$ cat src/rtl/elevador_pkg.sv
// rtl/elevador_pkg.sv - shared types for the elevator call-button front end
package elevador_pkg;

  localparam int CNT_W = 4;

  typedef enum logic [1:0] {
    SOLTO          = 2'b00,
    CONFIRMA_PRESS = 2'b01,
    PRESSIONADO    = 2'b10,
    CONFIRMA_SOLTA = 2'b11
  } estado_t;

endpackage

$ cat src/rtl/debounce_botoes_if.sv
// rtl/debounce_botoes_if.sv - button/call bus between the panel and the elevator controller
interface debounce_botoes_if #(
  parameter int N_BOTOES = 4
);

  logic [N_BOTOES-1:0] botoes_n;
  logic [N_BOTOES-1:0] atendido;
  logic [N_BOTOES-1:0] pulso;
  logic [N_BOTOES-1:0] estavel;
  logic [N_BOTOES-1:0] chamadas;
  logic                alguma_chamada;

  modport master (
    output botoes_n, atendido,
    input  pulso, estavel, chamadas, alguma_chamada
  );

  modport slave (
    input  botoes_n, atendido,
    output pulso, estavel, chamadas, alguma_chamada
  );

endinterface

$ cat src/rtl/debounce_canal.sv
// rtl/debounce_canal.sv - one button channel: synchronizer, debounce FSM, press pulse
module debounce_canal
  import elevador_pkg::*;
#(
  parameter int N_AMOSTRAS = 3
) (
  input  logic clock,
  input  logic reset,
  input  logic botao_n,
  output logic pulso,
  output logic estavel
);

  localparam logic [CNT_W-1:0] ULTIMO = CNT_W'(N_AMOSTRAS - 1);
  localparam logic [CNT_W-1:0] UM     = CNT_W'(1);

  logic             sinc1_q, sinc2_q;
  logic             s;
  estado_t          estado_q, estado_d;
  logic [CNT_W-1:0] cnt_q, cnt_d;
  logic             pulso_q, pulso_d;
  logic             estavel_q, estavel_d;

  assign s = ~sinc2_q;

  always_comb begin
    estado_d = estado_q;
    cnt_d    = cnt_q;
    pulso_d  = 1'b0;
    case (estado_q)
      SOLTO: begin
        if (s) begin
          if (N_AMOSTRAS == 1) begin
            estado_d = PRESSIONADO;
            cnt_d    = '0;
            pulso_d  = 1'b1;
          end else begin
            estado_d = CONFIRMA_PRESS;
            cnt_d    = UM;
          end
        end
      end
      CONFIRMA_PRESS: begin
        if (!s) begin
          estado_d = SOLTO;
          cnt_d    = '0;
        end else if (cnt_q == ULTIMO) begin
          estado_d = PRESSIONADO;
          cnt_d    = '0;
          pulso_d  = 1'b1;
        end else begin
          cnt_d = cnt_q + UM;
        end
      end
      PRESSIONADO: begin
        if (!s) begin
          if (N_AMOSTRAS == 1) begin
            estado_d = SOLTO;
            cnt_d    = '0;
          end else begin
            estado_d = CONFIRMA_SOLTA;
            cnt_d    = UM;
          end
        end
      end
      CONFIRMA_SOLTA: begin
        // a bounce back to pressed is not a new press, so no pulse here
        if (s) begin
          estado_d = PRESSIONADO;
          cnt_d    = '0;
        end else if (cnt_q == ULTIMO) begin
          estado_d = SOLTO;
          cnt_d    = '0;
        end else begin
          cnt_d = cnt_q + UM;
        end
      end
      default: begin
        estado_d = SOLTO;
        cnt_d    = '0;
      end
    endcase
    estavel_d = (estado_d == PRESSIONADO) || (estado_d == CONFIRMA_SOLTA);
  end

  always_ff @(posedge clock) begin
    if (!reset) begin
      sinc1_q   <= 1'b1;
      sinc2_q   <= 1'b1;
      estado_q  <= SOLTO;
      cnt_q     <= '0;
      pulso_q   <= 1'b0;
      estavel_q <= 1'b0;
    end else begin
      sinc1_q   <= botao_n;
      sinc2_q   <= sinc1_q;
      estado_q  <= estado_d;
      cnt_q     <= cnt_d;
      pulso_q   <= pulso_d;
      estavel_q <= estavel_d;
    end
  end

  assign pulso   = pulso_q;
  assign estavel = estavel_q;

endmodule

$ cat src/rtl/debounce_botoes.sv
// rtl/debounce_botoes.sv - debounced call buttons with latched pending-call register
module debounce_botoes
  import elevador_pkg::*;
#(
  parameter int N_BOTOES   = 4,
  parameter int N_AMOSTRAS = 3
) (
  input logic              clock,
  input logic              reset,
  debounce_botoes_if.slave bus
);

  logic [N_BOTOES-1:0] pulso_w;
  logic [N_BOTOES-1:0] estavel_w;
  logic [N_BOTOES-1:0] chamadas_q, chamadas_d;
  logic                alguma_q, alguma_d;

  for (genvar i = 0; i < N_BOTOES; i++) begin : g_canal
    debounce_canal #(
      .N_AMOSTRAS(N_AMOSTRAS)
    ) u_canal (
      .clock   (clock),
      .reset   (reset),
      .botao_n (bus.botoes_n[i]),
      .pulso   (pulso_w[i]),
      .estavel (estavel_w[i])
    );
  end

  // set is OR-ed in after the clear so a new press beats a same-cycle service
  always_comb begin
    chamadas_d = (chamadas_q & ~bus.atendido) | pulso_w;
    alguma_d   = |chamadas_q;
  end

  always_ff @(posedge clock) begin
    if (!reset) begin
      chamadas_q <= '0;
      alguma_q   <= 1'b0;
    end else begin
      chamadas_q <= chamadas_d;
      alguma_q   <= alguma_d;
    end
  end

  assign bus.pulso          = pulso_w;
  assign bus.estavel        = estavel_w;
  assign bus.chamadas       = chamadas_q;
  assign bus.alguma_chamada = alguma_q;

endmodule

$ cat src/flat_wrapper.sv
// flat-port wrapper written by rule: the top's interface ports become plain ports
module debounce_botoes_flat import elevador_pkg::*;
#(
  parameter int N_BOTOES   = 4,
  parameter int N_AMOSTRAS = 3
)
  (clock, reset, bus_botoes_n, bus_atendido, bus_pulso, bus_estavel, bus_chamadas, bus_alguma_chamada);
  debounce_botoes_if #(.N_BOTOES(N_BOTOES)) bus_i ();
  input logic clock;
  input logic reset;
  input wire logic [$bits(bus_i.botoes_n)-1:0] bus_botoes_n;
  input wire logic [$bits(bus_i.atendido)-1:0] bus_atendido;
  output wire logic [$bits(bus_i.pulso)-1:0] bus_pulso;
  output wire logic [$bits(bus_i.estavel)-1:0] bus_estavel;
  output wire logic [$bits(bus_i.chamadas)-1:0] bus_chamadas;
  output wire logic [$bits(bus_i.alguma_chamada)-1:0] bus_alguma_chamada;
  assign bus_i.botoes_n = bus_botoes_n;
  assign bus_i.atendido = bus_atendido;
  assign bus_pulso = bus_i.pulso;
  assign bus_estavel = bus_i.estavel;
  assign bus_chamadas = bus_i.chamadas;
  assign bus_alguma_chamada = bus_i.alguma_chamada;
  debounce_botoes #(.N_BOTOES(N_BOTOES), .N_AMOSTRAS(N_AMOSTRAS)) u_core (.clock(clock), .reset(reset), .bus(bus_i));
endmodule
$ cat config.mk
export PLATFORM = sky130hd
export DESIGN_NAME = debounce_botoes_flat
export DESIGN_NICKNAME = d
export VERILOG_FILES = /design/src/rtl/elevador_pkg.sv /design/src/rtl/debounce_botoes_if.sv /design/src/rtl/debounce_canal.sv /design/src/rtl/debounce_botoes.sv /design/src/flat_wrapper.sv
export SDC_FILE = /design/constraint.sdc
export NUM_CORES = 1
export LEC_CHECK = 0
export ABC_AREA = 1
export ABC_CLOCK_PERIOD_IN_PS = 1900
export BUFFER_PORTS_ARGS = -buffer_cell sky130_fd_sc_hd__clkbuf_2
export CAP_MARGIN = 15
export CORE_MARGIN = 5
export CORE_UTILIZATION = 52
export DETAILED_ROUTE_END_ITERATION = 16
export GPL_ROUTABILITY_DRIVEN = 0
export PLACE_DENSITY_LB_ADDON = 0.15
export SLEW_MARGIN = 10
export SYNTH_ARGS = -nofsm -noshare
export SYNTH_HDL_FRONTEND = slang
export SYNTH_SLANG_ARGS = --single-unit
$ cat constraint.sdc
create_clock -name clock -period 1.9 [get_ports clock]
set_clock_uncertainty 0.05 [all_clocks]
set_input_delay 0.095 -clock clock [delete_from_list [all_inputs] [get_ports clock]]
set_output_delay 0.095 -clock clock [all_outputs]
set_load 0.01 [all_outputs]
==> Yosys cells after proc, flatten, opt, wreduce, memory -nomap -nowiden <==
Cells that the tools add are included.
{ "totals": {"wordCells": 143, "inputBits": 10, "register_bits": 45, "out_inout_bits": 13} }
{ "op_classes": {"eq_ne": 32, "muxes": 56, "bitwise_logic": 8, "addsub": 4, "n_reduce_logical": 17} }
{ "ops": {"columns": ["cell", "n"], "rows": [
  ["two-way mux 4 bit", 20],
  ["one-hot mux 4 bit (4 select lines)", 4],
  ["two-way mux 2 bit", 24],
  ["== test 2 bit (second input constant)", 16],
  ["one-hot mux 2 bit (4 select lines)", 4],
  ["adder 4 x 1 -> 4 bit (second input constant)", 4],
  ["== test 4 x 2 -> 1 bit (second input constant)", 4],
  ["inequality test 2 bit (second input constant)", 8],
  ["OR reduction 3 bit", 4],
  ["== test 2 x 1 -> 1 bit (second input constant)", 4],
  ["zero test 2 bit", 4],
  ["AND reduction 2 bit", 4],
  ["inverter 1 bit", 5],
  ["bitwise AND 4 bit", 1],
  ["logical OR 1 bit", 4],
  ["two-way mux 1 bit", 4],
  ["inverter 4 bit", 1],
  ["OR 4 bit", 1],
  ["OR reduction 4 bit", 1]
]} }

==> Depth between registers and ports, before layout <==
Gate-level depths: netlist of the first run.
{ "depth": {"ltp_word": 6, "depth_mapped": 7, "mapped_depth_nobuf": 7} }

==> By module <==
A second synthesis of the first run with hierarchy kept.
{ "hier_totals": {"hier_cells": 261, "area_unflattened_um2": 1893.1} }
{ "by_module_without_submodules": {"columns": ["mod", "area_each_um2", "seq_area_each_um2", "cells_each", "n_inst"], "rows": [
  ["debounce_canal", 427.9, 180.2, 59, 4],
  ["debounce_botoes", 181.4, 100.1, 25, 1]
]} }

==> Least setup slack after synthesis of the first run <==
No wires, ideal clock.
{ "synth_path": {"path_kind": "reg-to-reg", "start": "reg u_core.g_canal[0].u_canal.cnt_q[0]", "end": "reg u_core.g_canal[0].u_canal.cnt_q[1]", "n_path_buf": 0, "period_less_slack_ns": 1.135, "setup_slack_ns": 0.765, "arrival_time_ns": 1.019, "stages_incl_launch_ff": 8, "required_time_ns": 1.784, "setup_ns": 0.066, "cell_sequence": "dfxtp_1 -> inv_1 -> ha_1 -> nand2_2 -> nand2_2 -> nor2_2 -> nand2_1 -> a21oi_2"} }
{ "synth_via": {"elab_chain_len": 4, "elab_cells_between_ends": 6, "classes_between": "1 x add/sub; 1 x eq/ne; 4 x mux"} }
{ "synth_rtl": {"columns": ["item", "line_no", "text"], "rows": [
  ["from (decl)", "debounce_canal.sv:20", "logic [CNT_W-1:0] cnt_q, cnt_d;"],
  ["from (signal assigned)", "debounce_canal.sv:98", "cnt_q <= cnt_d;"],
  ["adder 4 x 1 -> 4 bit or == test 4 x 2 -> 1 bit (tied branches)", null, null],
  ["two-way mux 4 bit *", "debounce_canal.sv:47, debounce_canal.sv:71", null],
  ["two-way mux 4 bit (on tied branches)", "debounce_canal.sv:68, debounce_canal.sv:44", null],
  ["one-hot mux 4 bit (4 select lines) *", "debounce_canal.sv:30", "case (estado_q)"]
]} }
Every way passes the cells marked *; elsewhere a longest branch is shown, timed or not.
A chain may end at the register's enable or synchronous reset.

==> Worst setup path in the final report of the first run <==
Ends and elaborated chain as after synthesis.

==> metrics.md, run 1 <==
| Metric | Value |
|---|---|
| Slew HR | `~70%` |
| # Max-Cap Violations | `0` |
| CTS Sinks | `42` |
| Syn nets | `260` |
| Nets | `about 290` |
| Min-delay worst type | `in2reg` |
| Routed len/inst | `10.2 um` |
| Io pins | `23` |
| Fin crit share | `65.8%` |
| WHS | `74.6 ps` |
| Mapped cell area | `between 1500 and 2000 um2` |
| Detailed Route WL | `roughly 3200 um` |
| Power per standard cell area | `between 600 and 700 nW/um2` |
| Final-report hold violation count | `0` |
| Syn Inst Count | `~240` |
| Hold depth | `3` |
| Max-slew violation count | `0` |
| Post-DR vias/cell | `between 4 and 5` |
| Seq cells post-synth | `between 40 and 50` |
| Final min period | `around 1300 ps` |
| Average cell area after synthesis | `7.70 um2` |
| Inserted Clock Buffers | `5` |
| Die Width | `69.9 um` |
| Setup TNS | `0 ps` |
| Setup CP Type | `reg2reg` |
| Largest net degree at the start of global routing | `25` |
| Clock-pin transition on the worst setup and hold timing paths | `approximately 110 ps` |
| Antenna Nets Post-Route | `0` |
| Worst skew pair latency | `between 300 and 400 ps` |
| # setup viols final | `0` |
| GRT Total Usage | `14.4%` |
| Synthesis-to-layout area growth | `11.7%` |
| Register-to-Register Path Depth | `7` |
| Slew @ Worst Pin | `442 ps` |
| Netlist cell types | `24` |
| Seq/Total Area, Yosys | `45.1%` |
| Drt pass-1 iters | `4` |
| Core Region | `3390 um2` |
| Drt first-iter violations | `between 50 and 60` |
| Vias in the first global route | `around 1,400` |
| Crit path required time | `between 2000 and 2500 ps` |
| Initial antenna violation count | `0` |
| # diodes | `0` |
| Fraction of layout cells with a size suffix above 1 | `about a fifth` |
| Status | `finished, final reports clean` |
| Total Power | `1390 uW` |
| Vias post-DR | `1,488` |
| Synth warnings | `0` |
| Row cnt | `21` |
| Post-DP HPWL | `approximately 2300 um` |
| First-pass GRT wire length | `between 5000 and 6000 um` |
| Clock buffer depth | `2` |
| Starting Density | `between 50% and 60%` |
| Critical path endpoint category | `flop` |
| Maximum fanout along the worst path | `6` |
| CTS tree | `yes` |
| Crit path DAT | `approximately 1500 ps` |
| Worst Setup Start Kind | `flop` |
| Grt ovf | `0` |
| H-tree levels | `2` |
| Die height | `69.9 um` |
| Max frequency | `roughly 0.80 GHz` |
| Input/output buffers | `22` |
| Root buffer cell | `clkbuf_4` |
| Die Footprint | `between 4000 and 5000 um2` |
| Worst vdd ir | `around 0.34 mV` |
| DRC viols | `0` |
| RSZ-0062 raised after global routing | `false` |
| Static leakage | `about 0.00095 uW` |
==> critical path, cell delays in order (launching register included) <==
cell and delay [ps]:
dfxtp_1 420, inv_1 60, ha_1 200, nand2_2 100
nand2_2 50, nor2_2 120, nand2_1 80, a21oi_2 110
==> timing repair <==
action / 4_1_cts / 5_1_grt
buffers inserted: 0 / 0
hold buffers: 8 / 0
hold endpoints to repair: 8 / 0
gates resized for setup: 0 / 0
==> registers in the layout, indices dropped and copies added, names as in the netlist <==
signal and cells:
u_core.g_canal.u_canal.cnt_q 16, u_core.g_canal.u_canal.pulso 4, u_core.g_canal.u_canal.sinc1_q 4, u_core.g_canal.u_canal.sinc2_q 4
u_core.g_canal.u_canal.estado_q 7, u_core.bus.chamadas 4, u_core.bus.alguma_chamada 1, u_core.g_canal.u_canal.estavel 2
==> cells in the mapped netlist, drive strengths merged <==
master / number / area, um2
a21oi: 19 / 125
nand4: 2 / 12.5
nor2: 25 / 101
nor3: 2 / 10.0
dfxtp: 42 / 841
nand2: 65 / 251
o21ai: 8 / 43.8
inv: 30 / 113
buf: 11 / 75.1
xor2: 4 / 35.0
or2: 8 / 50.0
nor4: 2 / 12.5
nand3: 14 / 80.1
o22ai: 2 / 12.5
ha: 8 / 100
==> logic make-up after synthesis <==
logic type,Yosys count,synth area share (%)
AOI/OAI and AO/OA,29,9.74
and+or+nand+nor,118,27.8
DFF,42,45.1
adders and majority gates,8,5.37
buffers and inverters,41,10.1
xor gates and xnor gates,4,1.88
==> power by group <==
part	internal, uW	total [uW]	switching (uW)
Clock	140	402	262
Sequential	895	906	11.1
Combinational	37.5	86.0	48.5
Total	1070	1390	321
==> placed cells by master, fill, tap and decap left out, drive strengths merged <==
cell type / synthesis / final
nor4: 2 / 2
dlygate4sd3: 0 / 8
nand3: 14 / 14
o22ai: 2 / 2
xor2: 4 / 4
a21oi: 19 / 19
ha: 8 / 8
dfxtp: 42 / 42
or2: 8 / 8
nand2: 65 / 65
nand4: 2 / 2
inv: 30 / 30
nor3: 2 / 2
clkbuf: 0 / 29
nor2: 25 / 25
o21ai: 8 / 8
==> worst paths after layout <==
check	end	slack (ps)	from
hold reg to reg	u_core.g_canal[2].u_canal.sinc2_q$_SDFF_PN1_	380	u_core.g_canal[2].u_canal.sinc1_q$_SDFF_PN1_
setup reg to reg	u_core.g_canal[0].u_canal.cnt_q[1]$_SDFFE_PN0P_	650	u_core.g_canal[0].u_canal.cnt_q[0]$_SDFFE_PN0P_
setup / recovery	u_core.g_canal[0].u_canal.cnt_q[1]$_SDFFE_PN0P_	650	u_core.g_canal[0].u_canal.cnt_q[0]$_SDFFE_PN0P_
hold / removal	u_core.g_canal[1].u_canal.cnt_q[3]$_SDFFE_PN0P_	70	reset
==> through the flow <==
| step | worst slack [ps] | utilization, % | cell area [um2] | std cells |
|---|---|---|---|---|
| after detailed placement | 657 | 57.7 | 1960 | 299 |
| final | 650 | 61.4 | 2080 | 314 |
| after global placement | 704 | 57.7 | 1960 | 299 |
| after floorplan | 765 | - | 1860 | 242 |
| after global routing | 515 | 61.4 | 2080 | 314 |
| after CTS | 647 | 61.4 | 2080 | 314 |
==> layout make-up <==
class / count / area [um2]
Sequential cell: 42 / 841
Inverter: 30 / 113
Fill cell: 306 / 1310
Clock buffer: 7 / 45.0
Tap cell: 46 / 57.6
Multi-Input combinational cell: 159 / 835
Timing Repair Buffer: 30 / 190
==> metal layers <==
metal,track usage (%),wire (um)
met1,18.0,1610
met2,22.7,1370
met3,4.30,160
met4,6.81,62
met5,0,0
Note: power is estimated with default switching activity, not from simulation.
==> run 2: changes to the inputs <==
--- a/config.mk
+++ b/config.mk
@@ -5,12 +5,12 @@
 export SDC_FILE = /design/constraint.sdc
 export NUM_CORES = 1
 export LEC_CHECK = 0
-export ABC_AREA = 1
-export ABC_CLOCK_PERIOD_IN_PS = 1900
+export ABC_AREA = 0
+export ABC_CLOCK_PERIOD_IN_PS = 1100
 export BUFFER_PORTS_ARGS = -buffer_cell sky130_fd_sc_hd__clkbuf_2
 export CAP_MARGIN = 15
 export CORE_MARGIN = 5
-export CORE_UTILIZATION = 52
+export CORE_UTILIZATION = 51
 export DETAILED_ROUTE_END_ITERATION = 16
 export GPL_ROUTABILITY_DRIVEN = 0
 export PLACE_DENSITY_LB_ADDON = 0.15
==> constraint.sdc (replaced) <==
create_clock -name clock -period 1.1 [get_ports clock]
set_clock_uncertainty 0.05 [all_clocks]
set_input_delay 0.055 -clock clock [delete_from_list [all_inputs] [get_ports clock]]
set_output_delay 0.055 -clock clock [all_outputs]
set_load 0.01 [all_outputs]
==> metrics.md, run 2 <==
| Metric | Value |
|---|---|
| Slew HR | `66.7% (-3.8 points)` |
| # Max-Cap Violations | `0 (unchanged)` |
| Starting Density | `52.4% (-2.5 points)` |
| Vias post-DR | `1,763 (+18%)` |
| Most common cell in the synthesized netlist | `dfxtp_1` |
| Mapped cell area | `1920 um2 (+3.0%)` |
| Reg with most FFs | `u_core.g_canal.u_canal.cnt_q` |
| Fin crit share | `136% (+70 points)` |
| Min-delay worst type | `in2reg` |
| H-tree levels | `2 (unchanged)` |
| Clock-pin transition on the worst setup and hold timing paths | `80 ps (-30 ps)` |
| First-pass GRT wire length | `7570 um (+31%)` |
| Worst Setup Start Kind | `flop` |
| Hold depth | `4 (+1)` |
| Row cnt | `22 (+4.8%)` |
| Flop2flop setup slack | `-390 ps (-1040 ps)` |
| Static leakage | `0.00124 uW (+30%)` |
| Synthesis-to-layout area growth | `51.0%` |
| Average cell area after synthesis | `9.74 um2 (+27%)` |
| Detailed Route WL | `4850 um (+51%)` |
| Inserted Clock Buffers | `5 (unchanged)` |
| Synth warnings | `0 (unchanged)` |
| Root buffer cell | `clkbuf_8` |
| Crit path required time | `1270 ps (-860 ps)` |
| Violated checks | `negative setup slack` |
| Status | `complete, but fails checks` |
| Grt ovf | `0 (unchanged)` |
| Min-delay src | `bus_atendido[2]` |
| Worst vdd ir | `0.816 mV (+140%)` |
| Antenna Nets Post-Route | `0 (unchanged)` |
| Final min period | `1490 ps (+244 ps)` |
| Commonest cells in the synthesized netlist | `dfxtp_1 (42), a21oi_1 (11), nand2b_1 (11)` |
| Maximum fanout along the worst path | `2 (-4)` |
| Crit path DAT | `1670 ps (+190 ps)` |
| Crit path max-delay family | `simple AND/OR/NAND/NOR gates` |
| Die height | `71.3 um (+2.1%)` |
| Slew @ Worst Pin | `500 ps (+57.5 ps)` |
| Commonest cells after routing, fill and taps aside | `buf_4 (44), dfxtp_1 (30), clkbuf_2 (22), nand2b_1 (11), dfxtp_2 (11)` |
| Main flop type after synthesis | `dfxtp_1` |
| Syn Inst Count | `197 (-19%)` |
| Syn nets | `215 (-17%)` |
| Netlist cell types | `42 (+75%)` |
| # setup viols final | `29 (+29)` |
| Largest net degree at the start of global routing | `14 (-44%)` |
| Post-DP HPWL | `3050 um (+31%)` |
| Max frequency | `0.669 GHz (-16%)` |
| Drt pass-1 iters | `6 (+2)` |
| Final-report hold violation count | `0 (unchanged)` |
| Seq cells post-synth | `42 (unchanged)` |
| Worst Slack Setup Final | `-394 ps (-1040 ps)` |
| Setup TNS | `-5220 ps (-5220 ps)` |
| Commonest non-fill, non-tap cell in the layout | `buf_4` |
| Cell taking the most area after synthesis | `dfxtp_1` |
| R2R Path Start | `u_core.g_canal[2].u_canal.cnt_q[0]$_SDFFE_PN0P_` |
| Comb power frac | `6.9% (+0.7 points)` |
| P_int | `2640 uW (+150%)` |
| Setup CP Type | `reg2reg` |
| Synth top area share | `43.8% (-1.3 points)` |
| Worst slack, placed | `-332 ps (-989 ps)` |
| Critical R2R Capture | `u_core.g_canal[2].u_canal.cnt_q[1]$_SDFFE_PN0P_` |
| Worst skew pair latency | `290 ps (-50 ps)` |
| Nets | `287 (+0.35%)` |
| Post-DR vias/cell | `5.54 (+17%)` |
| Vias in the first global route | `1,715 (+23%)` |
| CP peak stage delay | `520 ps (+100 ps)` |
| Fillers | `238 (-22%)` |
| Io pins | `23 (unchanged)` |
| Seq pwr share | `47.8% (-17 points)` |
| Input/output buffers | `22 (unchanged)` |
| Seq/Total Area, Yosys | `43.8% (-1.3 points)` |
| Power per standard cell area | `1130 nW/um2 (+69%)` |
| Util after Layout | `79.2% (+18 points)` |
| Initial antenna violation count | `0 (unchanged)` |
| RSZ-0062 raised after global routing | `true` |
| Cell Chain, Critical Path | `inv_2 > ha_4 > nor3b_4 > or4b_4 > a21oi_2` |
| Fraction of layout cells with a size suffix above 1 | `51.9% (+32 points)` |
| DRC viols | `0 (unchanged)` |
| Crit path depth | `5 (-2)` |
| Routed len/inst | `15.2 um (+49%)` |
| Crit path buf inv count | `1 (unchanged)` |
| Core Region | `3660 um2 (+8.0%)` |
| Clock buffer depth | `2 (unchanged)` |
| Total Power | `3290 uW (+140%)` |
| Top Registers | `u_core.g_canal.u_canal.cnt_q (16), u_core.g_canal.u_canal.estado_q (7)` |
| Asr flop ratio synth | `0% (unchanged)` |
| CTS Sinks | `42 (unchanged)` |
| NetSw | `652 uW (+100%)` |
| Die Width | `71.3 um (+2.1%)` |
| Die Footprint | `5090 um2 (+4.3%)` |
| Hold EP | `u_core.bus.chamadas[2]$_SDFF_PN0_` |
| Sw Share | `19.8% (-3.2 points)` |
| WHS | `15.2 ps (-59.4 ps)` |
| Crit path max-delay cell type | `or4b_4` |
| CTS tree | `yes` |
| Top cells by area, synth | `dfxtp_1 (44%), ha_1 (5.2%), nand2b_1 (3.6%), buf_4 (3.1%), nor3b_1 (3.1%)` |
| Drt first-iter violations | `83 (+60%)` |
| Clock power frac | `45.3% (+16 points)` |
| Number of synthesized flops with an enable pin | `0 (unchanged)` |
| # diodes | `0 (unchanged)` |
| GRT Total Usage | `18.6% (+4.2 points)` |
| Register-to-Register Path Depth | `5 (-2)` |
| Max reg flops | `16 (unchanged)` |
| Max-slew violation count | `0 (unchanged)` |
| Critical path endpoint category | `flop` |
## run 2: what timing repair did
| action | CTS | global route |
|---|---|---|
| endpoints found under the setup margin | 28 | 31 |
| setup buffers | 9 | 6 |
| gates resized for setup | 29 | 16 |
| hold buffers | 7 | 0 |
| hold endpoints to repair | 6 | 0 |
| pin swaps | 15 | 4 |
## run 2: metal layers
layer | vias up | global-route usage (%) | wire (um)
li1 | 845 | - | -
met1 | 840 | 22.1 | 1990
met2 | 64 | 31.1 | 2450
met5 | - | 0 | 0
met3 | 14 | 6.31 | 304
met4 | 0 | 6.47 | 111
## run 2: final cells by class
type                    instances  area (um2)  share of cell area [%]
clock buffers                   6        82.6                    2.85
multi-input cells             130        1200                    41.5
flip-flops and latches         42         858                    29.6
repair buffers                 81         601                    20.7
clock inverters                 2        60.1                    2.07
well taps                      48        60.1                    2.07
inverters                       9        33.8                    1.17
## run 2: worst max path at each step
stage / from / end / slack, ps
2_1_floorplan: u_core.g_canal[2].u_canal.cnt_q[0]$_SDFFE_PN0P_ / u_core.g_canal[2].u_canal.cnt_q[1]$_SDFFE_PN0P_ / -310
3_3_place_gp: u_core.g_canal[2].u_canal.cnt_q[0]$_SDFFE_PN0P_ / u_core.g_canal[2].u_canal.cnt_q[1]$_SDFFE_PN0P_ / -280
3_5_place_dp: u_core.g_canal[3].u_canal.cnt_q[0]$_SDFFE_PN0P_ / u_core.g_canal[3].u_canal.cnt_q[1]$_SDFFE_PN0P_ / -330
4_1_cts: u_core.g_canal[3].u_canal.cnt_q[0]$_SDFFE_PN0P_ / u_core.g_canal[3].u_canal.cnt_q[1]$_SDFFE_PN0P_ / -310
5_1_grt: u_core.g_canal[2].u_canal.cnt_q[0]$_SDFFE_PN0P_ / u_core.g_canal[2].u_canal.cnt_q[1]$_SDFFE_PN0P_ / -450
6_report: u_core.g_canal[2].u_canal.cnt_q[0]$_SDFFE_PN0P_ / u_core.g_canal[2].u_canal.cnt_q[1]$_SDFFE_PN0P_ / -390
## run 2: through the flow
stage,area (um2),cells
after floorplan,2010,197
after global placement,2380,290
after detailed placement,2380,290
after CTS,2800,313
after global routing,2900,318
final,2900,318
## run 2: kinds of logic (layout without fill, tap and decap cells)
logic type	Yosys count	count (layout)	synth area share, %
AND/OR/NAND/NOR	82	82	28.2
AO/OA/AOI/OAI	31	31	11.1
adder cells (fa/ha/maj)	8	8	5.22
buffers and inverters	25	98	6.58
multiplexers	3	3	1.56
flip-flops	42	42	43.8
XOR/XNOR	6	6	3.52
## run 2: worst min-delay path: cells and delay by family
family,cells,cell delay [ps]
AND/OR/NAND/NOR,1,80
AO/OA/AOI/OAI,1,60
buffers and inverters,2,130
## run 2: power by group through the flow
stage | Clock (uW) | Combinational, uW | Sequential [uW]
after floorplan | 0 | 91.6 | 1600
after global placement | 0 | 159 | 1600
after detailed placement | 0 | 166 | 1610
after CTS | 1520 | 208 | 1570
after global routing | 1600 | 249 | 1580
final | 1490 | 228 | 1570
==> run 3: changes to the inputs <==
--- a/config.mk
+++ b/config.mk
@@ -5,7 +5,7 @@
 export SDC_FILE = /design/constraint.sdc
 export NUM_CORES = 1
 export LEC_CHECK = 0
-export ABC_AREA = 0
+export ABC_AREA = 1
 export ABC_CLOCK_PERIOD_IN_PS = 1100
 export BUFFER_PORTS_ARGS = -buffer_cell sky130_fd_sc_hd__clkbuf_2
 export CAP_MARGIN = 15
@@ -18,3 +18,4 @@
 export SYNTH_ARGS = -nofsm -noshare
 export SYNTH_HDL_FRONTEND = slang
 export SYNTH_SLANG_ARGS = --single-unit
+export TNS_END_PERCENT = 30
==> metrics.md, run 3 (synthesis results as in run 1) <==
| Metric | Value |
|---|---|
| Min-delay worst type | `in2reg` |
| Clock power frac | `35.9% (-9.4 points)` |
| Fillers | `329 (+38%)` |
| First-pass GRT wire length | `6070 um (-20%)` |
| Clock buffer depth | `2 (unchanged)` |
| Slew @ Worst Pin | `399 ps (-101 ps)` |
| # setup viols final | `2 (-93%)` |
| Grt ovf | `0 (unchanged)` |
| Vias in the first global route | `1,403 (-18%)` |
| Area of the multi-input gates | `972 um2 (-19%)` |
| Critical path endpoint category | `flop` |
| Hold depth | `4 (unchanged)` |
| Register-to-Register Path Depth | `5 (unchanged)` |
| Max frequency | `0.898 GHz (+34%)` |
| Static leakage | `0.00105 uW (-15%)` |
| CTS tree | `yes` |
| Violated checks | `negative setup slack` |
| Slew HR | `73.4% (+6.7 points)` |
| Antenna Nets Post-Route | `0 (unchanged)` |
| Drt pass-1 iters | `4 (-2)` |
| P_int | `2080 uW (-21%)` |
| Worst Setup Start Kind | `flop` |
| Post-DP HPWL | `2370 um (-23%)` |
| Seq pwr share | `57.0% (+9.2 points)` |
| CP peak stage delay | `320 ps (-200 ps)` |
| RSZ-0062 raised after global routing | `true` |
| Layout Cell Area excl Fill | `2390 um2 (-18%)` |
| Crit path DAT | `1290 ps (-380 ps)` |
| Core Region | `3610 um2 (-1.5%)` |
| Commonest non-fill, non-tap cell in the layout | `nand2_1` |
| Maximum fanout along the worst path | `3 (+1)` |
| Status | `complete, but fails checks` |
| Top Registers | `u_core.g_canal.u_canal.cnt_q (16), u_core.g_canal.u_canal.estado_q (7)` |
| Routed len/inst | `10.9 um (-28%)` |
| Synthesis-to-layout area growth | `28.3%` |
| Worst slack, placed | `-65.6 ps (+266 ps)` |
| Setup TNS | `-18.9 ps (+5200 ps)` |
| Crit path max-delay cell type | `dfxtp_2` |
| CTS Sinks | `42 (unchanged)` |
| NetSw | `653 uW (+0.22%)` |
| Max-slew violation count | `0 (unchanged)` |
| Clock-pin transition on the worst setup and hold timing paths | `80 ps (about the same)` |
| Cell Chain, Critical Path | `buf_4 > ha_1 > xor2_1 > nand3_1 > a21oi_1` |
| Final-report hold violation count | `0 (unchanged)` |
| Drt first-iter violations | `75 (-9.6%)` |
| Die Width | `70.4 um (-1.3%)` |
| Worst Slack Setup Final | `-13.6 ps (+380 ps)` |
| Power per standard cell area | `1140 nW/um2 (+0.78%)` |
| Initial antenna violation count | `0 (unchanged)` |
| Reg with most FFs | `u_core.g_canal.u_canal.cnt_q` |
| Setup CP Type | `reg2reg` |
| Detailed Route WL | `3610 um (-26%)` |
| Max reg flops | `16 (unchanged)` |
| Worst vdd ir | `1.02 mV (+25%)` |
| Worst skew pair latency | `290 ps (about the same)` |
| FF/Latch Area | `863 um2 (+0.58%)` |
| Post-DR vias/cell | `4.72 (-15%)` |
| Die height | `70.4 um (-1.3%)` |
| Fraction of layout cells with a size suffix above 1 | `37.6% (-14 points)` |
| DRC viols | `0 (unchanged)` |
| Starting Density | `51.7% (-0.76 points)` |
| Comb power frac | `7.1% (+0.2 points)` |
| H-tree levels | `2 (unchanged)` |
| Inserted Clock Buffers | `5 (unchanged)` |
| Fin crit share | `101% (-35 points)` |
| # diodes | `0 (unchanged)` |
| Largest net degree at the start of global routing | `23 (+9)` |
| Vias post-DR | `1,558 (-12%)` |
| Placed inst area | `2060 um2 (-14%)` |
| Final min period | `1110 ps (-380 ps)` |
| Sw Share | `23.9% (+4.1 points)` |
| Die Footprint | `4960 um2 (-2.5%)` |
| Io pins | `23 (unchanged)` |
| Commonest cells after routing, fill and taps aside | `nand2_1 (55), dfxtp_1 (30), clkbuf_2 (22), inv_1 (21), nor2_1 (18)` |
| Post-CTS setup repair buffer count | `0 (-9)` |
| Row cnt | `22 (unchanged)` |
| # Max-Cap Violations | `0 (unchanged)` |
| Nets | `299 (+4.2%)` |
| Root buffer cell | `clkbuf_8` |
| GRT Total Usage | `15.1% (-3.5 points)` |
| Input/output buffers | `22 (unchanged)` |
| Crit path required time | `1280 ps (about the same)` |
run 3: changes by cell type in the layout (fill, tap and decap cells not counted), sizes merged, moves of 6 or more:
cell | previous run | this run
nand2 | 8 | 65
buf | 52 | 13
inv | 9 | 30
nor2 | 5 | 25
nand2b | 11 | 0
nor3b | 10 | 0
a21oi | 11 | 19
nand3 | 6 | 14
or2 | 1 | 8
and3 | 6 | 0
run 3: routing by layer:
layer	vias up	GRT usage, %	wire length, um
met5	-	0	0
met4	0	5.74	27
met3	2	5.90	165
met2	33	21.4	1650
met1	695	20.5	1770
li1	828	-	-
run 3: area by class of cell:
type	instances	area share [%]
clock inverters	2	0.576
well taps	48	2.51
inverters	30	4.71
flip-flops and latches	42	36.1
repair buffers	43	12.4
multi-input cells	159	40.7
clock buffers	6	3.04
run 3: path summary, 6_finish.rpt:
kind / start / endpoint / slack, ps
worst max-delay path: u_core.g_canal[3].u_canal.cnt_q[0]$_SDFFE_PN0P_ / u_core.g_canal[3].u_canal.cnt_q[2]$_SDFFE_PN0P_ / -10
worst min-delay path: reset / u_core.g_canal[1].u_canal.cnt_q[3]$_SDFFE_PN0P_ / 120
worst max register to register: u_core.g_canal[3].u_canal.cnt_q[0]$_SDFFE_PN0P_ / u_core.g_canal[3].u_canal.cnt_q[2]$_SDFFE_PN0P_ / -10
worst min register to register: u_core.g_canal[2].u_canal.sinc1_q$_SDFF_PN1_ / u_core.g_canal[2].u_canal.sinc2_q$_SDFF_PN1_ / 360
run 3: metrics by stage:
stage	hold WS (ps)	util (%)	std cells	total power [uW]
floorplan	105	-	242	1690
global placement	184	57.0	314	1750
detailed placement	188	57.0	314	1750
CTS	107	63.2	330	2760
global route	140	66.3	330	2850
finish	118	66.3	330	2730
run 3: critical path, delay by kind of cell, from the launching register on:
kind,cells,cell delay [ps]
AOI/OAI and AO/OA,1,120
xor gates and xnor gates,1,140
adders and majority gates,1,190
buffers and inverters,1,130
DFF,1,320
and+or+nand+nor,1,100
run 3: what timing repair did:
action,CTS,global route
resized for setup,16,34
pin swaps,8,11
hold endpoints to repair,8,0
endpoints found under the setup margin,15,24
hold buffers,8,0
run 3: power groups by stage:
stage                     Combinational [uW]  Clock, uW  Sequential (uW)
final                                    193        982             1560
after global placement                   155          0             1590
after CTS                                185       1010             1560
after detailed placement                 156          0             1600
after floorplan                         95.5          0             1600
after global routing                     222       1070             1560
